<file path="src/rtl/mod_counter_n_pkg.sv">
// counter_pkg: shared state and direction encodings for mod_counter_n
package counter_pkg;
  typedef enum logic {ST_COUNT = 1'b0, ST_HALT = 1'b1} state_e;
  localparam logic DIR_UP   = 1'b1;
  localparam logic DIR_DOWN = 1'b0;
endpackage

</file>
<file path="src/rtl/mod_counter_n_if.sv">
// mod_counter_n_if: control/status bundle of the programmable-modulo counter
interface mod_counter_n_if #(parameter int WIDTH = 8);
  logic             sclr;
  logic             load;
  logic [WIDTH-1:0] D;
  logic [WIDTH-1:0] limit;
  logic             up_dn;
  logic             one_shot;
  logic             ENP;
  logic             ENT;
  logic [WIDTH-1:0] Q;
  logic             RCO;
  logic             wrap;
  logic             done;
  modport master (output sclr, load, D, limit, up_dn, one_shot, ENP, ENT,
                  input  Q, RCO, wrap, done);
  modport slave  (input  sclr, load, D, limit, up_dn, one_shot, ENP, ENT,
                  output Q, RCO, wrap, done);
endinterface

</file>
<file path="src/rtl/mod_counter_n.sv">
// mod_counter_n: programmable-modulo up/down counter with load, one-shot halt and RCO cascade
module mod_counter_n
  import counter_pkg::*;
#(
  parameter int               WIDTH     = 8,
  parameter logic [WIDTH-1:0] RESET_VAL = '0
) (
  input  logic             clk,
  input  logic             clr,
  mod_counter_n_if.slave   bus
);
  state_e           state_q, state_d;
  logic [WIDTH-1:0] q_q, q_d;
  logic             wrap_q, wrap_d;
  logic             en, at_term;
  assign en      = bus.ENP & bus.ENT;
  // >= in up mode so a count loaded above limit still terminates
  assign at_term = (bus.up_dn == DIR_DOWN) ? (q_q == '0) : (q_q >= bus.limit);
  always_comb begin
    q_d     = q_q;
    state_d = state_q;
    wrap_d  = 1'b0;
    if (bus.sclr) begin
      q_d     = RESET_VAL;
      state_d = ST_COUNT;
    end else if (bus.load) begin
      q_d     = bus.D;
      state_d = ST_COUNT;
    end else if (en && state_q == ST_COUNT) begin
      if (!at_term) begin
        q_d = (bus.up_dn == DIR_UP) ? q_q + 1'b1 : q_q - 1'b1;
      end else begin
        wrap_d = 1'b1;
        if (bus.one_shot) state_d = ST_HALT;
        else q_d = (bus.up_dn == DIR_UP) ? '0 : bus.limit;
      end
    end
  end
  always_ff @(posedge clk or negedge clr) begin
    if (!clr) begin
      q_q     <= RESET_VAL;
      state_q <= ST_COUNT;
      wrap_q  <= 1'b0;
    end else begin
      q_q     <= q_d;
      state_q <= state_d;
      wrap_q  <= wrap_d;
    end
  end
  // RCO ignores ENP so cascaded stages see carry even when the low stage pauses
  assign bus.Q    = q_q;
  assign bus.RCO  = bus.ENT & at_term & (state_q == ST_COUNT);
  assign bus.wrap = wrap_q;
  assign bus.done = (state_q == ST_HALT);
endmodule

</file>
<file path="src/flat_wrapper.sv">
// flat-port wrapper written by rule: the top's interface ports become plain ports
module mod_counter_n_flat import counter_pkg::*;
#(
  parameter int               WIDTH     = 8,
  parameter logic [WIDTH-1:0] RESET_VAL = '0
)
  (clk, clr, bus_sclr, bus_load, bus_D, bus_limit, bus_up_dn, bus_one_shot, bus_ENP, bus_ENT, bus_Q, bus_RCO, bus_wrap, bus_done);
  mod_counter_n_if #(.WIDTH(WIDTH)) bus_i ();
  input  logic clk;
  input  logic clr;
  input wire logic [$bits(bus_i.sclr)-1:0] bus_sclr;
  input wire logic [$bits(bus_i.load)-1:0] bus_load;
  input wire logic [$bits(bus_i.D)-1:0] bus_D;
  input wire logic [$bits(bus_i.limit)-1:0] bus_limit;
  input wire logic [$bits(bus_i.up_dn)-1:0] bus_up_dn;
  input wire logic [$bits(bus_i.one_shot)-1:0] bus_one_shot;
  input wire logic [$bits(bus_i.ENP)-1:0] bus_ENP;
  input wire logic [$bits(bus_i.ENT)-1:0] bus_ENT;
  output wire logic [$bits(bus_i.Q)-1:0] bus_Q;
  output wire logic [$bits(bus_i.RCO)-1:0] bus_RCO;
  output wire logic [$bits(bus_i.wrap)-1:0] bus_wrap;
  output wire logic [$bits(bus_i.done)-1:0] bus_done;
  assign bus_i.sclr = bus_sclr;
  assign bus_i.load = bus_load;
  assign bus_i.D = bus_D;
  assign bus_i.limit = bus_limit;
  assign bus_i.up_dn = bus_up_dn;
  assign bus_i.one_shot = bus_one_shot;
  assign bus_i.ENP = bus_ENP;
  assign bus_i.ENT = bus_ENT;
  assign bus_Q = bus_i.Q;
  assign bus_RCO = bus_i.RCO;
  assign bus_wrap = bus_i.wrap;
  assign bus_done = bus_i.done;
  mod_counter_n #(.WIDTH(WIDTH), .RESET_VAL(RESET_VAL)) u_core (.clk(clk), .clr(clr), .bus(bus_i));
endmodule
</file>
<file path="config.mk">
export PLATFORM = sky130hd
export DESIGN_NAME = mod_counter_n_flat
export DESIGN_NICKNAME = d
export VERILOG_FILES = /design/src/rtl/mod_counter_n_pkg.sv /design/src/rtl/mod_counter_n_if.sv /design/src/rtl/mod_counter_n.sv /design/src/flat_wrapper.sv
export SDC_FILE = /design/constraint.sdc
export NUM_CORES = 1
export LEC_CHECK = 0
export ABC_CLOCK_PERIOD_IN_PS = 5620
export BUFFER_PORTS_ARGS = -buffer_cell sky130_fd_sc_hd__buf_2
export CORE_ASPECT_RATIO = 1.5
export CORE_MARGIN = 1
export CORE_UTILIZATION = 45
export CTS_CLUSTER_DIAMETER = 150
export CTS_CLUSTER_SIZE = 24
export DETAILED_ROUTE_END_ITERATION = 7
export GPL_ROUTABILITY_DRIVEN = 0
export PLACE_DENSITY = 0.71
export SETUP_SLACK_MARGIN = 0.3
export SLEW_MARGIN = 20
export SYNTH_ARGS = -nofsm -noshare
export SYNTH_HDL_FRONTEND = slang
export SYNTH_SLANG_ARGS = --single-unit
</file>
<file path="constraint.sdc">
create_clock -name clk -period 5.62 [get_ports clk]
set_input_delay 0.843 -clock clk [delete_from_list [all_inputs] [get_ports clk]]
set_output_delay 0.843 -clock clk [all_outputs]
set_load 0.02 [all_outputs]
</file>
==> results.yml, run 1 <==
pwr:
  irDropWorstVdd_uv: 102
  power.internal_uw: 188
  clkPwrFrac_pct: 20.9
  seqPwrFrac_pct: 28.9
  switching_power_uw: 141
  leakage_nw: 0.716
  combPwrFrac_pct: 50.2
  switching_share_pct: 42.9
  total_power_uw: 329
  p_per_area_nw_per_um2: 239
floorplan:
  rows: 22
  top_level_ports: 35
  die-area_um2: 2810
  die_x_um: 43.7
  die_h_um: 64.5
  fp.coreArea_um2: 2450
  start_util_pct: 47.8
setup_path:
  worst_path_largest_cell_delay_ps: 420
  worstPathMaxFanout: 5
  cp_common_cell: "buf_2"
  cp.required_ps: 4780
  arrival_ps: 2580
  criticalPathCategory: "in -> out"
  cp-start-kind: "input pin"
  crit_path_end_kind: "output port"
  cp_num_buf_inv: 3
  path_cells: "buf_2, inv_1, ha_1, a21oi_1, nor2_1, a2111oi_4, and2_1, or2_1, nor3b_1, buf_2"
  cp_top_family: "simple AND/OR/NAND/NOR gates"
  crit_slowest_cell: "a2111oi_4"
  r2r_slack_ps: 2990
drt:
  dr.pass1.iters: 6
  ant_nets: 0
  detail_route.wl_per_cell_um: 15.2
  drtIter0Drc: 36
  viasPerCell: 5.71
  num_vias: 1147
  wirelength_um: 3050
  remaining_drc_errors: 1
cts:
  cts_root_buf: "clkbuf_4"
  cts_max_path_buffers: 2
  cts_htree_levels: 1
  insertion_delay_ps: 270
  clkTransAtPathRegs_ps: 80
  holdBufCountCts: 0
  numClockSinks: 10
  cts.repair.resized: 0
  cts_setup_buffers: 0
  cts_tree: "yes"
  cts_buffers: 3
sta:
  maxSlewViolCount: 0
  rsz0062_at_grt: "no"
  fmax_mhz: 292
  period_share_pct: 61.0
  fin_ws_ps: 2190
  fin_tns_setup_ps: 0
  layout_min_cycle_time_ps: 3430
  finalClockSkew_ps: 6.79
  final-hold-violation-count: 0
  max_slew_margin_pct: 50.3
  finalSetupViolations: 0
  max_slew.worst_pin.slew_ps: 745
final_layout:
  antenna_cells: 0
  fill_cells: 231
  final_cells: 201
  seqCellArea_um2: 250
  multi_input_area_um2: 823
  final_nets: 217
  synthToLayoutAreaGrowth_pct: 17.6
  drive_above_1_share_pct: 27.1
  final_util_pct: 56.2
synthesis:
  yosys.cell_types.count: 41
  ys_seq_area_share_pct: 21.4
  synthCells: 143
  synth_edf_count: 0
  yosys_most_used_dff: "dfrtp_1"
  synthesis.nets: 182
  syn-cell-area_um2: 1170
  syn_area_per_cell_um2: 8.19
  ys_warn_count: 0
  ys_seq_elements: 10
  synthArstFlopShare_pct: 100
placement:
  post-place-ws_ps: 2200
  placedCellCount: 197
  io_buffers: 34
  hpwlAfterDp_um: 2370
status:
  violations: "design-rule violations"
  status: "finished, violations left"
grt:
  grt_pass1_vias: 1114
  overflow: 0
  antenna_found_initial: 0
  track_usage_pct: 23.6
  grt_pass1_wl_um: 5020
  grt_max_degree: 20
run:
  drv_cap: 0
min_path:
  min_path_type: "in -> async"
[registers in the layout, summed over array words and instances, names as in the netlist]
name	count
u_core.bus.Q	8
u_core.bus.done	1
u_core.bus.wrap	1
[layer usage]
| layer | part of all wire (%) | GRT usage [%] | vias to the layer above |
|---|---|---|---|
| met2 | 54 | 43.1 | 36 |
| li1 | - | - | 583 |
| met1 | 41 | 28.9 | 526 |
| met3 | 4.0 | 1.67 | 2 |
| met5 | 0 | 0 | - |
| met4 | 0.39 | 5.86 | 0 |
[placed cells by master, fill, tap and decap left out, drive strengths merged, types with 3 or more instances in the layout]
| master | netlist | layout |
|---|---|---|
| o21ai | 10 | 10 |
| nor3 | 4 | 4 |
| buf | 2 | 34 |
| dfrtp | 10 | 10 |
| nand2b | 3 | 3 |
| a21oi | 22 | 22 |
| nor2 | 9 | 9 |
| clkbuf | 2 | 4 |
| inv | 18 | 18 |
| nand2 | 9 | 9 |
| nor4 | 4 | 4 |
| ha | 14 | 14 |
| nand3 | 3 | 3 |
| xor2 | 3 | 3 |
[cell usage after synthesis (all sizes together) (3+ instances only)]
master	instances	area [µm²]
inv	18	67.6
nor2	9	33.8
nand3	3	15.0
dfrtp	10	250
nor3	4	20.0
o21ai	10	53.8
nor4	4	31.3
ha	14	175
nand2	9	33.8
a21oi	22	121
nand2b	3	18.8
xor2	3	26.3
[final timing paths]
path	to	cells after the start	from
max in group asynchronous	u_core.bus.done	1	clr
min reg2reg	u_core.bus.Q[4]	1	u_core.bus.Q[4]
min	u_core.bus.Q[6]	1	clr
max	bus_RCO	10	bus_limit[4]
max reg2reg	u_core.bus.Q[4]	7	u_core.bus.Q[7]
min in group clk	u_core.bus.Q[4]	1	u_core.bus.Q[4]
[worst register-to-register path: stages, from the launching register on]
cell and delay, ps:
dfrtp_1 450, ha_1 370, nand3_1 130, nor2_1 80
a2111oi_4 420, a21oi_2 100, o21ai_2 600, mux2_1 380
[cell type report]
cell class,instances,area share [%]
timing repair buffer,34,12.4
multi-input combinational,111,59.8
tap,24,2.18
sequential,10,18.2
clock buffer,4,2.63
inverter,18,4.90
[cell families after synthesis]
| kind of cell | after synthesis | share of synthesized area, % |
|---|---|---|
| AND/OR/NAND/NOR | 42 | 18.9 |
| adder cells (fa/ha/maj) | 15 | 16.7 |
| buffers and inverters | 22 | 8.33 |
| flip-flops | 10 | 21.4 |
| XOR/XNOR | 5 | 3.74 |
| AO/OA/AOI/OAI | 46 | 28.3 |
| multiplexers | 3 | 2.67 |
[per-stage QoR]
stage	instance area, µm²	hold slack, ps
floorplan	1170	547
global placement	1340	569
detailed placement	1340	586
CTS	1380	430
global route	1380	437
finish	1380	425
[power by group through the flow]
stage	Sequential, mW	Combinational [mW]	Clock (mW)
floorplan	0.104	0.109	0
global placement	0.0960	0.158	0
detailed placement	0.0964	0.164	0
CTS	0.0950	0.164	0.0699
global route	0.0967	0.184	0.0749
finish	0.0951	0.165	0.0688
(Power assumes the default switching activity.)
==> run 2: changes to the inputs <==
--- a/config.mk
+++ b/config.mk
@@ -5,7 +5,8 @@
 export SDC_FILE = /design/constraint.sdc
 export NUM_CORES = 1
 export LEC_CHECK = 0
-export ABC_CLOCK_PERIOD_IN_PS = 5620
+export ABC_AREA = 1
+export ABC_CLOCK_PERIOD_IN_PS = 3550
 export BUFFER_PORTS_ARGS = -buffer_cell sky130_fd_sc_hd__buf_2
 export CORE_ASPECT_RATIO = 1.5
 export CORE_MARGIN = 1
==> constraint.sdc (replaced) <==
create_clock -name clk -period 3.55 [get_ports clk]
set_input_delay 0.5325 -clock clk [delete_from_list [all_inputs] [get_ports clk]]
set_output_delay 0.5325 -clock clk [all_outputs]
set_load 0.02 [all_outputs]
==> results.yml, run 2 <==
cts:
  cts_root_buf: "clkbuf_4"
  cts_buffers: 3
  clkTransAtPathRegs_ps: 70
  insertion_delay_ps: 270
  cts_tree: "yes"
  numClockSinks: 10
  holdBufCountCts: 0
  cts_setup_buffers: 0
  cts.repair.resized: 0
  cts_max_path_buffers: 2
  cts_htree_levels: 1
grt:
  overflow: 0
  met2_usage_pct: 42.6
  track_usage_pct: 23.2
  grt_use_met1_pct: 25.9
  gr-usage-met3_pct: 1.37
  grt_busiest_layer: "met2"
  grt_pass1_wl_um: 5150
  antenna_found_initial: 0
  grt_max_degree: 17
  grt_pass1_vias: 1279
setup_path:
  crit_path_end_kind: "output port"
  criticalPathCategory: "reg -> out"
  cp-start-kind: "register"
  arrival_ps: 2090
  cp.required_ps: 3020
  worstPathMaxFanout: 11
drt:
  viasPerCell: 5.17
  remaining_drc_errors: 1
  num_vias: 1261
  ant_nets: 0
  wirelength_um: 2870
  drtIter0Drc: 25
  detail_route.wl_per_cell_um: 11.8
  dr.pass1.iters: 8
sta:
  maxSlewViolCount: 0
  period_share_pct: 73.8
  fin_tns_setup_ps: 0
  hold-worst-slack_ps: 114
  fmax_mhz: 382
  finalClockSkew_ps: 1.23
  max_slew.worst_pin.slew_ps: 422
  final-hold-violation-count: 0
  finalSetupViolations: 0
  max_slew_margin_pct: 71.8
  rsz0062_at_grt: "no"
  layout_min_cycle_time_ps: 2620
floorplan:
  top_level_ports: 35
  die-area_um2: 2870
  rows: 22
  die_h_um: 65.1
  die_x_um: 44.1
  fp.coreArea_um2: 2480
  start_util_pct: 48.3
synthesis:
  syn-cell-area_um2: 1200
  syn_area_per_cell_um2: 6.47
  ys_seq_elements: 10
  ys_warn_count: 0
  yosys_most_used_dff: "dfrtp_1"
  synth_most_common_cell: "nand2_1"
  ys_seq_area_share_pct: 20.9
  yosys.area_share.xor_xnor_pct: 3.66
  synthesis.nets: 224
  synth_edf_count: 0
  synth.top_cells.by_area: "dfrtp_1, nand2_1, ha_1"
  yosys.area.top_type: "dfrtp_1"
  synth_fa_ha_area_share_pct: 16.3
  synth_compound_area_share_pct: 11.6
  muxShareOfSynthArea_pct: 0
  synthArstFlopShare_pct: 100
  yosys.cell_types.count: 27
  synth_top_family_by_area: "simple AND/OR/NAND/NOR gates"
  synth-simple-area-share_pct: 37.8
  yosys-top-cells-count: "nand2_1, inv_1, nor2_1"
  netlist.area_leader.share_pct: 20.9
  synthCells: 185
min_path:
  min_path_type: "in -> async"
status:
  violations: "design-rule violations"
  status: "finished, violations left"
pwr:
  leakage_nw: 0.823
  irDropWorstVdd_uv: 211
  p_per_area_nw_per_um2: 369
final_layout:
  largest_register_ffs: 8
  final_cell_mix: "nand2_1, buf_2, inv_1, nor2_1"
  drive_above_1_share_pct: 20.5
  final_util_pct: 56.6
  antenna_cells: 0
  final_cells: 244
  fin_area_um2: 1400
  layout_commonest_cell: "nand2_1"
  synthToLayoutAreaGrowth_pct: 17.3
  final_nets: 260
placement:
  placedCellCount: 240
  io_buffers: 34
  hpwlAfterDp_um: 2390
  place_area_um2: 1370
run:
  drv_cap: 0
[run 2: logic make-up after synthesis]
group                      count (synthesis)
AOI/OAI and AO/OA                         25
xor gates and xnor gates                   5
adders and majority gates                 15
buffers and inverters                     26
DFF                                       10
and+or+nand+nor                          104
[run 2: worst paths after layout]
path | startpoint | endpoint | slack [ps] | depth (start not counted)
worst min register to register | u_core.bus.Q[0] | u_core.bus.Q[0] | 580 | 2
min in group clk | bus_ENP | u_core.bus.wrap | 560 | 3
worst max register to register | u_core.bus.Q[0] | u_core.bus.Q[4] | 1500 | 15
worst min-delay path | clr | u_core.bus.Q[4] | 110 | 1
worst max-delay path | u_core.bus.Q[0] | bus_RCO | 930 | 13
max in group asynchronous | clr | u_core.bus.Q[5] | 3240 | 1
[run 2: per-stage QoR]
step                setup WS [ps]  total power, mW
floorplan                    1240            0.343
global placement             1130            0.406
detailed placement           1090            0.413
CTS                           905            0.520
global route                  733            0.568
finish                        930            0.517
[run 2: critical path, stage by stage, from the launching register on]
cell and delay (ps):
dfrtp_1 400, inv_1 120, ha_1 300, inv_1 40, nand2_1 40, nand2_1 40, nand2_1 50, nand2_1 50
nand2_1 80, nand2_1 70, nand2_2 110, nand2_1 220, nor2_1 140, buf_2 170
[run 2: metal layers]
| layer | wire length, µm | vias to the layer above |
|---|---|---|
| li1 | - | 665 |
| met1 | 1230 | 554 |
| met2 | 1490 | 35 |
| met3 | 99 | 7 |
| met4 | 57 | 0 |
| met5 | 0 | - |
[run 2: area by class of cell]
type	count	area (µm²)
flip-flops and latches	10	250
repair buffers	34	170
clock buffers	4	36.3
fillers	260	1070
inverters	23	86.3
multi-input cells	149	830
well taps	24	30.0
[run 2: report_power, final]
part | leakage (nW) | switching, mW | internal, mW
registers | 0.131 | 0.0219 | 0.127
clock network | 0.0210 | 0.0426 | 0.0623
logic | 0.671 | 0.161 | 0.102
